File: src/rtl/muldiv_seq.sv
// muldiv_seq: iterative radix-2 multiply/divide unit owning the HI/LO register pair
// Ports: clk, rst (sync, active-high); start/op/a/b launch MULT, MULTU, DIV, DIVU;
// flush cancels an in-flight op; hi_wr/lo_wr/wdata implement mthi/mtlo;
// busy, done, div_by_zero report status; hi/lo are the result registers.
module muldiv_seq #(
    parameter int WIDTH = 32,
    parameter int CNT_W = $clog2(WIDTH + 1)
) (
    input  logic             clk,
    input  logic             rst,
    input  logic             start,
    input  logic [1:0]       op,
    input  logic [WIDTH-1:0] a,
    input  logic [WIDTH-1:0] b,
    input  logic             flush,
    input  logic             hi_wr,
    input  logic             lo_wr,
    input  logic [WIDTH-1:0] wdata,
    output logic             busy,
    output logic             done,
    output logic             div_by_zero,
    output logic [WIDTH-1:0] hi,
    output logic [WIDTH-1:0] lo
);
    localparam logic [CNT_W-1:0] LAST = CNT_W'(WIDTH - 1);
    typedef enum logic [1:0] {IDLE, CALC, FIX} state_t;
    state_t             state;
    logic               is_div;
    logic               neg_q;
    logic               neg_r;
    logic [CNT_W-1:0]   cnt;
    logic [WIDTH-1:0]   bm;
    logic [2*WIDTH-1:0] acc;
    logic               sa;
    logic               sb;
    logic [WIDTH-1:0]   mag_a;
    logic [WIDTH-1:0]   mag_b;
    logic [WIDTH:0]     sum;
    logic [WIDTH:0]     diff;
    logic               ge;
    logic [2*WIDTH-1:0] step;
    logic [2*WIDTH-1:0] prod;
    assign busy = (state != IDLE);
    // acc holds {partial product | remainder, multiplier | dividend->quotient};
    // both operations shift one bit per step through the same register.
    always_comb begin
        sa    = ~op[0] & a[WIDTH-1];
        sb    = ~op[0] & b[WIDTH-1];
        mag_a = sa ? -a : a;
        mag_b = sb ? -b : b;
        sum   = {1'b0, acc[2*WIDTH-1:WIDTH]} + (acc[0] ? {1'b0, bm} : '0);
        diff  = {acc[2*WIDTH-1:WIDTH], acc[WIDTH-1]} - {1'b0, bm};
        ge    = ~diff[WIDTH];
        step  = is_div ? {(ge ? diff[WIDTH-1:0] : acc[2*WIDTH-2:WIDTH-1]), acc[WIDTH-2:0], ge}
                       : {sum, acc[WIDTH-1:1]};
        prod  = neg_q ? -acc : acc;
    end
    always_ff @(posedge clk) begin
        if (rst) begin
            state       <= IDLE;
            hi          <= '0;
            lo          <= '0;
            done        <= 1'b0;
            div_by_zero <= 1'b0;
            cnt         <= '0;
        end else begin
            done        <= 1'b0;
            div_by_zero <= 1'b0;
            if (hi_wr) hi <= wdata;
            if (lo_wr) lo <= wdata;
            if (flush) begin
                state <= IDLE;
            end else if (state == IDLE) begin
                if (start && op[1] && b == '0) begin
                    done        <= 1'b1;
                    div_by_zero <= 1'b1;
                end else if (start) begin
                    state  <= CALC;
                    is_div <= op[1];
                    neg_q  <= sa ^ sb;
                    neg_r  <= sa;
                    bm     <= mag_b;
                    acc    <= {{WIDTH{1'b0}}, mag_a};
                    cnt    <= '0;
                end
            end else if (state == CALC) begin
                acc   <= step;
                cnt   <= cnt + 1'b1;
                state <= (cnt == LAST) ? FIX : CALC;
            end else begin
                // The operation result overrides a same-edge mthi/mtlo write.
                state <= IDLE;
                done  <= 1'b1;
                hi    <= is_div ? (neg_r ? -acc[2*WIDTH-1:WIDTH] : acc[2*WIDTH-1:WIDTH]) : prod[2*WIDTH-1:WIDTH];
                lo    <= is_div ? (neg_q ? -acc[WIDTH-1:0] : acc[WIDTH-1:0]) : prod[WIDTH-1:0];
            end
        end
    end
endmodule

File: config.mk
export PLATFORM = sky130hd
export DESIGN_NAME = muldiv_seq
export DESIGN_NICKNAME = d
export VERILOG_FILES = /design/src/rtl/muldiv_seq.sv
export SDC_FILE = /design/constraint.sdc
export NUM_CORES = 1
export LEC_CHECK = 0
export BUFFER_PORTS_ARGS = -buffer_cell sky130_fd_sc_hd__buf_2
export CAP_MARGIN = 20
export CORE_ASPECT_RATIO = 1.4
export CORE_MARGIN = 1.5
export CORE_UTILIZATION = 30
export DETAILED_ROUTE_END_ITERATION = 10
export GPL_ROUTABILITY_DRIVEN = 0
export SYNTH_ARGS = -nofsm -noshare
export SYNTH_HDL_FRONTEND = slang
export SYNTH_SLANG_ARGS = --single-unit
export TNS_END_PERCENT = 10
File: constraint.sdc
create_clock -name clk -period 5.2 [get_ports clk]
set_clock_uncertainty 0.15 [all_clocks]
set_input_delay 0.26 -clock clk [delete_from_list [all_inputs] [get_ports clk]]
set_output_delay 0.26 -clock clk [all_outputs]
set_load 0.05 [all_outputs]
==> flow_metrics.env, run 1 <==
export IMPL_drc=0
export IMPL_track_usage=0.180
export IMPL_peakVddDrop_mv=0.184
export IMPL_finalMaxSlewViolations=0
export IMPL_worst_slew_pin_slew_ns=1.02
export IMPL_cts_repair_timing_setup_buffer_count=0
export IMPL_utilization=0.359
export IMPL_seq_power_share=0.424
export IMPL_synthesis_area_mm2=0.0137
export IMPL_rr_endpoint="acc[61]"
export IMPL_async_flop_share=0
export IMPL_clk_pin_slew_ns=0.07
export IMPL_cp_cell_sequence="inv_1 -> nor2_1 -> fa_1 -> a21oi_1 -> o22ai_1 -> a22oi_1 -> o31a_1 -> o21ai_0 -> o211ai_1 -> a21oi_1 -> xor2_1 -> a21oi_1 -> o32ai_1"
export IMPL_synth_distinct_cells=79
export IMPL_ys_seq_area_frac=0.325
export IMPL_drt_iter0_drc=791
export IMPL_cpPeakStageDelay_ns=0.52
export IMPL_fin_crit_ns=4.33
export IMPL_synth_mux_area_frac=0.0767
export IMPL_slew_headroom=0.317
export IMPL_synthTopCellsByCount="nor2_1 (180), a21oi_1 (133), nand2_1 (127)"
export IMPL_synth_seq_cells=173
export IMPL_critPathLaunch="acc[0]"
export IMPL_cts_num_sinks=173
export IMPL_drive_gt1_frac=0.136
export IMPL_path_delay_family="compound AO/OA/AOI/OAI gates"
export IMPL_status="finished, final reports clean"
export IMPL_finalSetupTns_ns=0
export IMPL_worstHoldPathType="input port to flip-flop"
export IMPL_synth_most_common_cell="nor2_1"
export IMPL_swShare=0.314
export IMPL_synth_xor_area_share=0.108
export IMPL_core_area_mm2=0.0451
export IMPL_clock_latency_ns=0.45
export IMPL_worst_path_buf_inv=1
export IMPL_postSynthCellCount=1611
export IMPL_numCtsBuffers=17
export IMPL_rsz0062_at_grt="no"
export IMPL_synth_top_cell_area_share=0.217
export IMPL_comb_power_share=0.225
export IMPL_min_from="b[14]"
export IMPL_dieArea_mm2=0.0471
export IMPL_synth_edff_count=99
export IMPL_synth_area_leader_cell="edfxtp_1"
export IMPL_wl_um=43300
export IMPL_die_h_um=256
export IMPL_antenna_found_initial=0
export IMPL_critPathRequiredTime_ns=5.22
export IMPL_grt_pass1_vias=12145
export IMPL_regToRegSetupSlack_ns=0.87
export IMPL_end_kind="flip-flop"
export IMPL_diodes=0
export IMPL_pwr_density_cell_mw_per_mm2=230
export IMPL_hpwl_um=33700
export IMPL_avgRoutedWirePerCell_um=18.0
export IMPL_yosys_area_share_simple=0.170
export IMPL_die_w_um=184
export IMPL_critPathArrivalTime_ns=4.35
export IMPL_fin_nets=1955
export IMPL_synth_compound_area_frac=0.218
export IMPL_yosys_warnings=0
export IMPL_period_share=0.833
export IMPL_num_vias=12644
export IMPL_power_internal_w=0.00256
export IMPL_finalSetupViolCount=0
export IMPL_grt_remaining_overflow=0
export IMPL_critPathLaunchType="flip-flop"
export IMPL_grt_max_degree=75
export IMPL_drtPass1Iterations=5
export IMPL_yosys_top_cells_area="edfxtp_1 (22%), dfxtp_1 (11%), mux2i_1 (7.6%), xnor2_1 (6.7%), ha_1 (6.3%)"
export IMPL_synth_top_family_by_area="compound AO/OA/AOI/OAI gates"
export IMPL_syn_num_nets=1786
export IMPL_regToRegStartpoint="acc[0]"
export IMPL_cp_max_fo=15
export IMPL_worstRegToRegCells=13
export IMPL_syn_avg_cell_area_um2=8.52
export IMPL_cts_tree="done"
export IMPL_cpMaxStageDelayCell="edfxtp_1"
export IMPL_vias_per_cell=5.26
export IMPL_ant_nets=0
export IMPL_final_hold_violation_count=0
export IMPL_timing_fmax_mhz=231
export IMPL_maxCapViolations=0
export IMPL_syn2layout_area_growth_pct=18.1
export IMPL_leakagePower_nw=6.69
export IMPL_clockPowerShare=0.351
export IMPL_crit_top_cell="a21oi_1"
export IMPL_p_switching_w=0.00117
export IMPL_worstSetupPathType="flip-flop to flip-flop"
export IMPL_hold_path_depth=2
export IMPL_clk_path_buf_depth=2
export IMPL_synth_flop_cell="edfxtp_1"
export IMPL_rows=92
export IMPL_htreeDepth=4
export IMPL_grt_first_pass_wirelength_um=66200
export IMPL_io_pins=171
export IMPL_io_buffers=170
export IMPL_synthAdderAreaFrac=0.0658
export IMPL_start_util=0.304
export IMPL_worstHoldEndpoint="bm[14]"
export IMPL_cts_root_buf="clkbuf_16"
cells by family (layout without fill, tap and decap cells):
family	after synthesis	count (layout)
adders and majority gates	71	71
AOI/OAI and AO/OA	472	472
and+or+nand+nor	490	490
muxes	105	105
buffers and inverters	131	313
DFF	173	173
xor gates and xnor gates	169	169
worst reg2reg max path, stage by stage, from the launching register on:
cell and delay [ns]:
edfxtp_1 0.52, inv_1 0.49, nor2_1 0.17, fa_1 0.46, a21oi_1 0.38, o22ai_1 0.25, a22oi_1 0.31, o31a_1 0.34
o21ai_0 0.19, o211ai_1 0.21, a21oi_1 0.15, xor2_1 0.17, a21oi_1 0.16, o32ai_1 0.10
worst max path at each step:
stage	to	slack, ns	cells after the start
2_1_floorplan	state[1]	0.40	11
3_3_place_gp	acc[42]	0.83	13
3_5_place_dp	acc[43]	0.75	14
4_1_cts	acc[43]	0.71	14
5_1_grt	acc[58]	0.60	14
6_report	acc[61]	0.87	13
area by class of cell:
cell class,instances,area [um2]
flip-flops and latches,173,4450
inverters,56,210
clock inverters,13,154
well taps,611,764
fillers,4683,28900
clock buffers,19,433
repair buffers,225,1380
multi-input cells,1307,8810
placed cells by master (no fill, tap or decap), drive strengths merged, types with 20 or more instances in the layout:
| cell | synthesis | layout |
|---|---|---|
| buf | 15 | 190 |
| nor2 | 180 | 180 |
| a21oi | 133 | 133 |
| nand2 | 127 | 127 |
| o21ai | 124 | 124 |
| xnor2 | 106 | 106 |
| mux2i | 104 | 104 |
| edfxtp | 99 | 99 |
| dfxtp | 74 | 74 |
| ha | 69 | 69 |
| xor2 | 63 | 63 |
| a211oi | 62 | 62 |
| inv | 55 | 61 |
| nor3 | 37 | 37 |
| dlygate4sd3 | 0 | 35 |
| nor2b | 29 | 29 |
| a21o | 27 | 27 |
| o31ai | 26 | 26 |
| or3 | 24 | 24 |
| nand3 | 20 | 20 |
flip-flops by register name (all words and copies together) (netlist names):
name	count
cnt	6
lo	32
div_by_zero	1
acc	64
neg_r	1
state	2
is_div	1
neg_q	1
done	1
hi	32
bm	32
per-layer routing:
| layer | part of all wire | up-vias | GRT usage |
|---|---|---|---|
| met5 | 0 | - | 0 |
| met4 | 0.028 | 0 | 0.0690 |
| met3 | 0.048 | 67 | 0.0287 |
| met2 | 0.51 | 356 | 0.323 |
| met1 | 0.42 | 5997 | 0.211 |
| li1 | - | 6224 | - |
power by group through the flow:
stage	Sequential (W)	Combinational [W]	Clock [W]
after detailed placement	0.00161	0.000808	0
after global routing	0.00159	0.000908	0.00138
after floorplan	0.00169	0.000476	0
final	0.00158	0.000839	0.00131
after global placement	0.00161	0.000800	0
after CTS	0.00158	0.000833	0.00134
metrics by stage:
step | area (um2) | hold slack, ns | cells | power, W | setup slack [ns]
finish | 16200 | 0.0213 | 2404 | 0.00373 | 0.870
global route | 16200 | 0.00785 | 2404 | 0.00388 | 0.601
CTS | 16200 | 0.000124 | 2401 | 0.00375 | 0.711
detailed placement | 15200 | 0.313 | 2334 | 0.00242 | 0.745
global placement | 15200 | 0.309 | 2334 | 0.00241 | 0.825
floorplan | 13700 | 0.209 | 1611 | 0.00216 | 0.395
repair_timing:
| action | in CTS | in global routing |
|---|---|---|
| endpoints found under the setup margin | 0 | 0 |
| hold buffers | 35 | 0 |
| hold endpoints to repair | 35 | 0 |
| resized for setup | 0 | 0 |
(Power assumes the default switching activity.)
==> run 2: changes to the inputs <==
- ABC_AREA: not set -> 1
- clock period: 5.2 -> 4.2 ns (I/O delays scaled with it)
==> flow_metrics.env, run 2 <==
export IMPL_synth_area_leader_cell="nand2_1"
export IMPL_fin_nets=3143
export IMPL_synthTopCellsByCount="nand2_1 (797), inv_1 (416), nor2_1 (299)"
export IMPL_clk_path_buf_depth=2
export IMPL_postSynthCellCount=2771
export IMPL_syn_avg_cell_area_um2=5.99
export IMPL_slew_headroom=0.357
export IMPL_maxCapViolations=0
export IMPL_drtPass1Iterations=8
export IMPL_final_hold_violation_count=0
export IMPL_dieArea_mm2=0.0568
export IMPL_synth_top_cell_area_share=0.180
export IMPL_die_w_um=202
export IMPL_largest_reg_flops=64
export IMPL_drc=0
export IMPL_period_share=0.789
export IMPL_pwr_density_cell_mw_per_mm2=249
export IMPL_ant_nets=0
export IMPL_layout_commonest_cell="nand2_1"
export IMPL_hold_buffers=71
export IMPL_critPathRequiredTime_ns=4.23
export IMPL_crit_top_cell="nand2_1"
export IMPL_final_cell_mix="nand2_1 (797), inv_1 (416), nor2_1 (295)"
export IMPL_hpwl_um=53600
export IMPL_htreeDepth=4
export IMPL_grt_max_degree=84
export IMPL_synth_flop_cell="edfxtp_1"
export IMPL_finalSetupViolCount=0
export IMPL_grt_pass1_vias=17795
export IMPL_avgRoutedWirePerCell_um=18.2
export IMPL_clk_pin_slew_ns=0.08
export IMPL_diodes=0
export IMPL_async_flop_share=0
export IMPL_ys_seq_area_frac=0.268
export IMPL_cp_max_fo=34
export IMPL_worst_slew_pin_slew_ns=0.964
export IMPL_regMostFlops="acc"
export IMPL_synth_distinct_cells=51
export IMPL_vias_per_cell=5.13
export IMPL_cpPeakStageDelay_ns=0.46
export IMPL_grt_first_pass_wirelength_um=101000
export IMPL_drive_gt1_frac=0.0929
export IMPL_leakagePower_nw=9.56
export IMPL_numCtsBuffers=17
export IMPL_wl_um=67200
export IMPL_syn2layout_area_growth_pct=17.4
export IMPL_rsz0062_at_grt="no"
export IMPL_critPathLaunchType="flip-flop"
export IMPL_yosys_warnings=0
export IMPL_synth_edff_count=99
export IMPL_end_kind="flip-flop"
export IMPL_core_area_mm2=0.0545
export IMPL_power_w=0.00485
export IMPL_antenna_found_initial=0
export IMPL_status="finished, final reports clean"
export IMPL_post_cts_resize_count=0
export IMPL_synth_seq_cells=173
export IMPL_timing_fmax_mhz=302
export IMPL_cts_tree="done"
export IMPL_cts_num_sinks=173
export IMPL_finalMaxSlewViolations=0
export IMPL_regToRegSetupSlack_ns=0.89
export IMPL_cts_root_buf="clkbuf_16"
export IMPL_fin_crit_ns=3.31
export IMPL_critPathArrivalTime_ns=3.35
export IMPL_rows=101
export IMPL_io_pins=171
export IMPL_io_buffers=170
export IMPL_peakVddDrop_mv=0.257
export IMPL_path_delay_family="simple AND/OR/NAND/NOR gates"
export IMPL_cts_repair_timing_setup_buffer_count=0
export IMPL_cp_cell_sequence="inv_1 -> ha_1 -> fa_1 -> inv_1 -> nand2_1 -> nand2_1 -> nand3_1 -> nand2_1 -> nand2_1 -> nand2_1 -> nand2_2 -> nand2_2 -> nand2_2 -> nand2_4 -> nand2_1 -> nand3_1 -> a21oi_1"
export IMPL_worstHoldPathType="input port to flip-flop"
export IMPL_start_util=0.305
export IMPL_drt_iter0_drc=1765
export IMPL_cpMaxStageDelayCell="edfxtp_1"
export IMPL_syn_num_nets=2946
export IMPL_yosys_top_cells_area="nand2_1 (18%), edfxtp_1 (18%), inv_1 (9.4%), dfxtp_1 (8.9%), nand3_1 (7.4%)"
export IMPL_num_vias=18996
export IMPL_track_usage=0.232
export IMPL_worst_path_buf_inv=2
export IMPL_fillers=5996
export IMPL_finalSetupTns_ns=0
export IMPL_die_h_um=281
export IMPL_synth_most_common_cell="nand2_1"
export IMPL_clock_latency_ns=0.48
export IMPL_grt_remaining_overflow=0
export IMPL_synthesis_area_mm2=0.0166
export IMPL_worstSetupPathType="flip-flop to flip-flop"
[run 2: path summary, 6_finish.rpt]
check                             start       to  cells past startpoint
worst max-delay path            acc[31]  acc[41]                     17
worst min-delay path              a[13]  acc[13]                      4
worst max register to register  acc[31]  acc[41]                     17
worst min register to register    lo[3]    lo[3]                      2
[run 2: layer usage]
metal  track usage  vias up  part of all wire
met1         0.274     8643              0.40
met3        0.0232      157             0.054
li1              -     9412                 -
met4         0.125        0             0.052
met2         0.412      784              0.49
met5             0        -                 0
[run 2: kinds of logic (layout without fill, tap and decap cells)]
family / Yosys count / in the layout / synth area share
xor gates and xnor gates: 47 / 47 / 0.0248
DFF: 173 / 173 / 0.268
and+or+nand+nor: 1504 / 1504 / 0.383
adders and majority gates: 71 / 71 / 0.0544
buffers and inverters: 506 / 716 / 0.117
AOI/OAI and AO/OA: 470 / 470 / 0.152
[run 2: power by group]
| part | total (W) | leakage (nW) | switching, W | internal (W) |
|---|---|---|---|---|
| sequential | 0.00196 | 1.53 | 0.0000807 | 0.00188 |
| combinational | 0.00121 | 7.74 | 0.000826 | 0.000385 |
| clock | 0.00168 | 0.292 | 0.000853 | 0.000828 |
| total | 0.00485 | 9.56 | 0.00176 | 0.00309 |
[run 2: final cells by class]
| type | count | area, um2 | area share |
|---|---|---|---|
| clock buffer | 18 | 450 | 0.0231 |
| clock inverter | 14 | 139 | 0.00713 |
| inverter | 423 | 1590 | 0.0815 |
| multi-input combinational | 2092 | 10200 | 0.525 |
| sequential | 173 | 4450 | 0.229 |
| tap | 721 | 902 | 0.0463 |
| timing repair buffer | 261 | 1730 | 0.0889 |
[run 2: worst min-delay path: stages]
cell and delay, ns:
buf_2 0.11, inv_1 0.08, o21ai_0 0.09, nand2_1 0.05
[run 2: per-stage QoR]
| stage | instance area (um2) | hold WS [ns] | setup slack [ns] | utilization | std cells |
|---|---|---|---|---|---|
| after floorplan | 16600 | 0.159 | 0.865 | - | 2771 |
| after global placement | 18200 | 0.265 | 0.913 | 0.333 | 3598 |
| after detailed placement | 18200 | 0.270 | 0.889 | 0.333 | 3598 |
| after CTS | 19500 | 0.000434 | 0.716 | 0.357 | 3701 |
| after global routing | 19500 | 0.0312 | 0.642 | 0.358 | 3702 |
| final | 19500 | 0.0103 | 0.886 | 0.358 | 3702 |
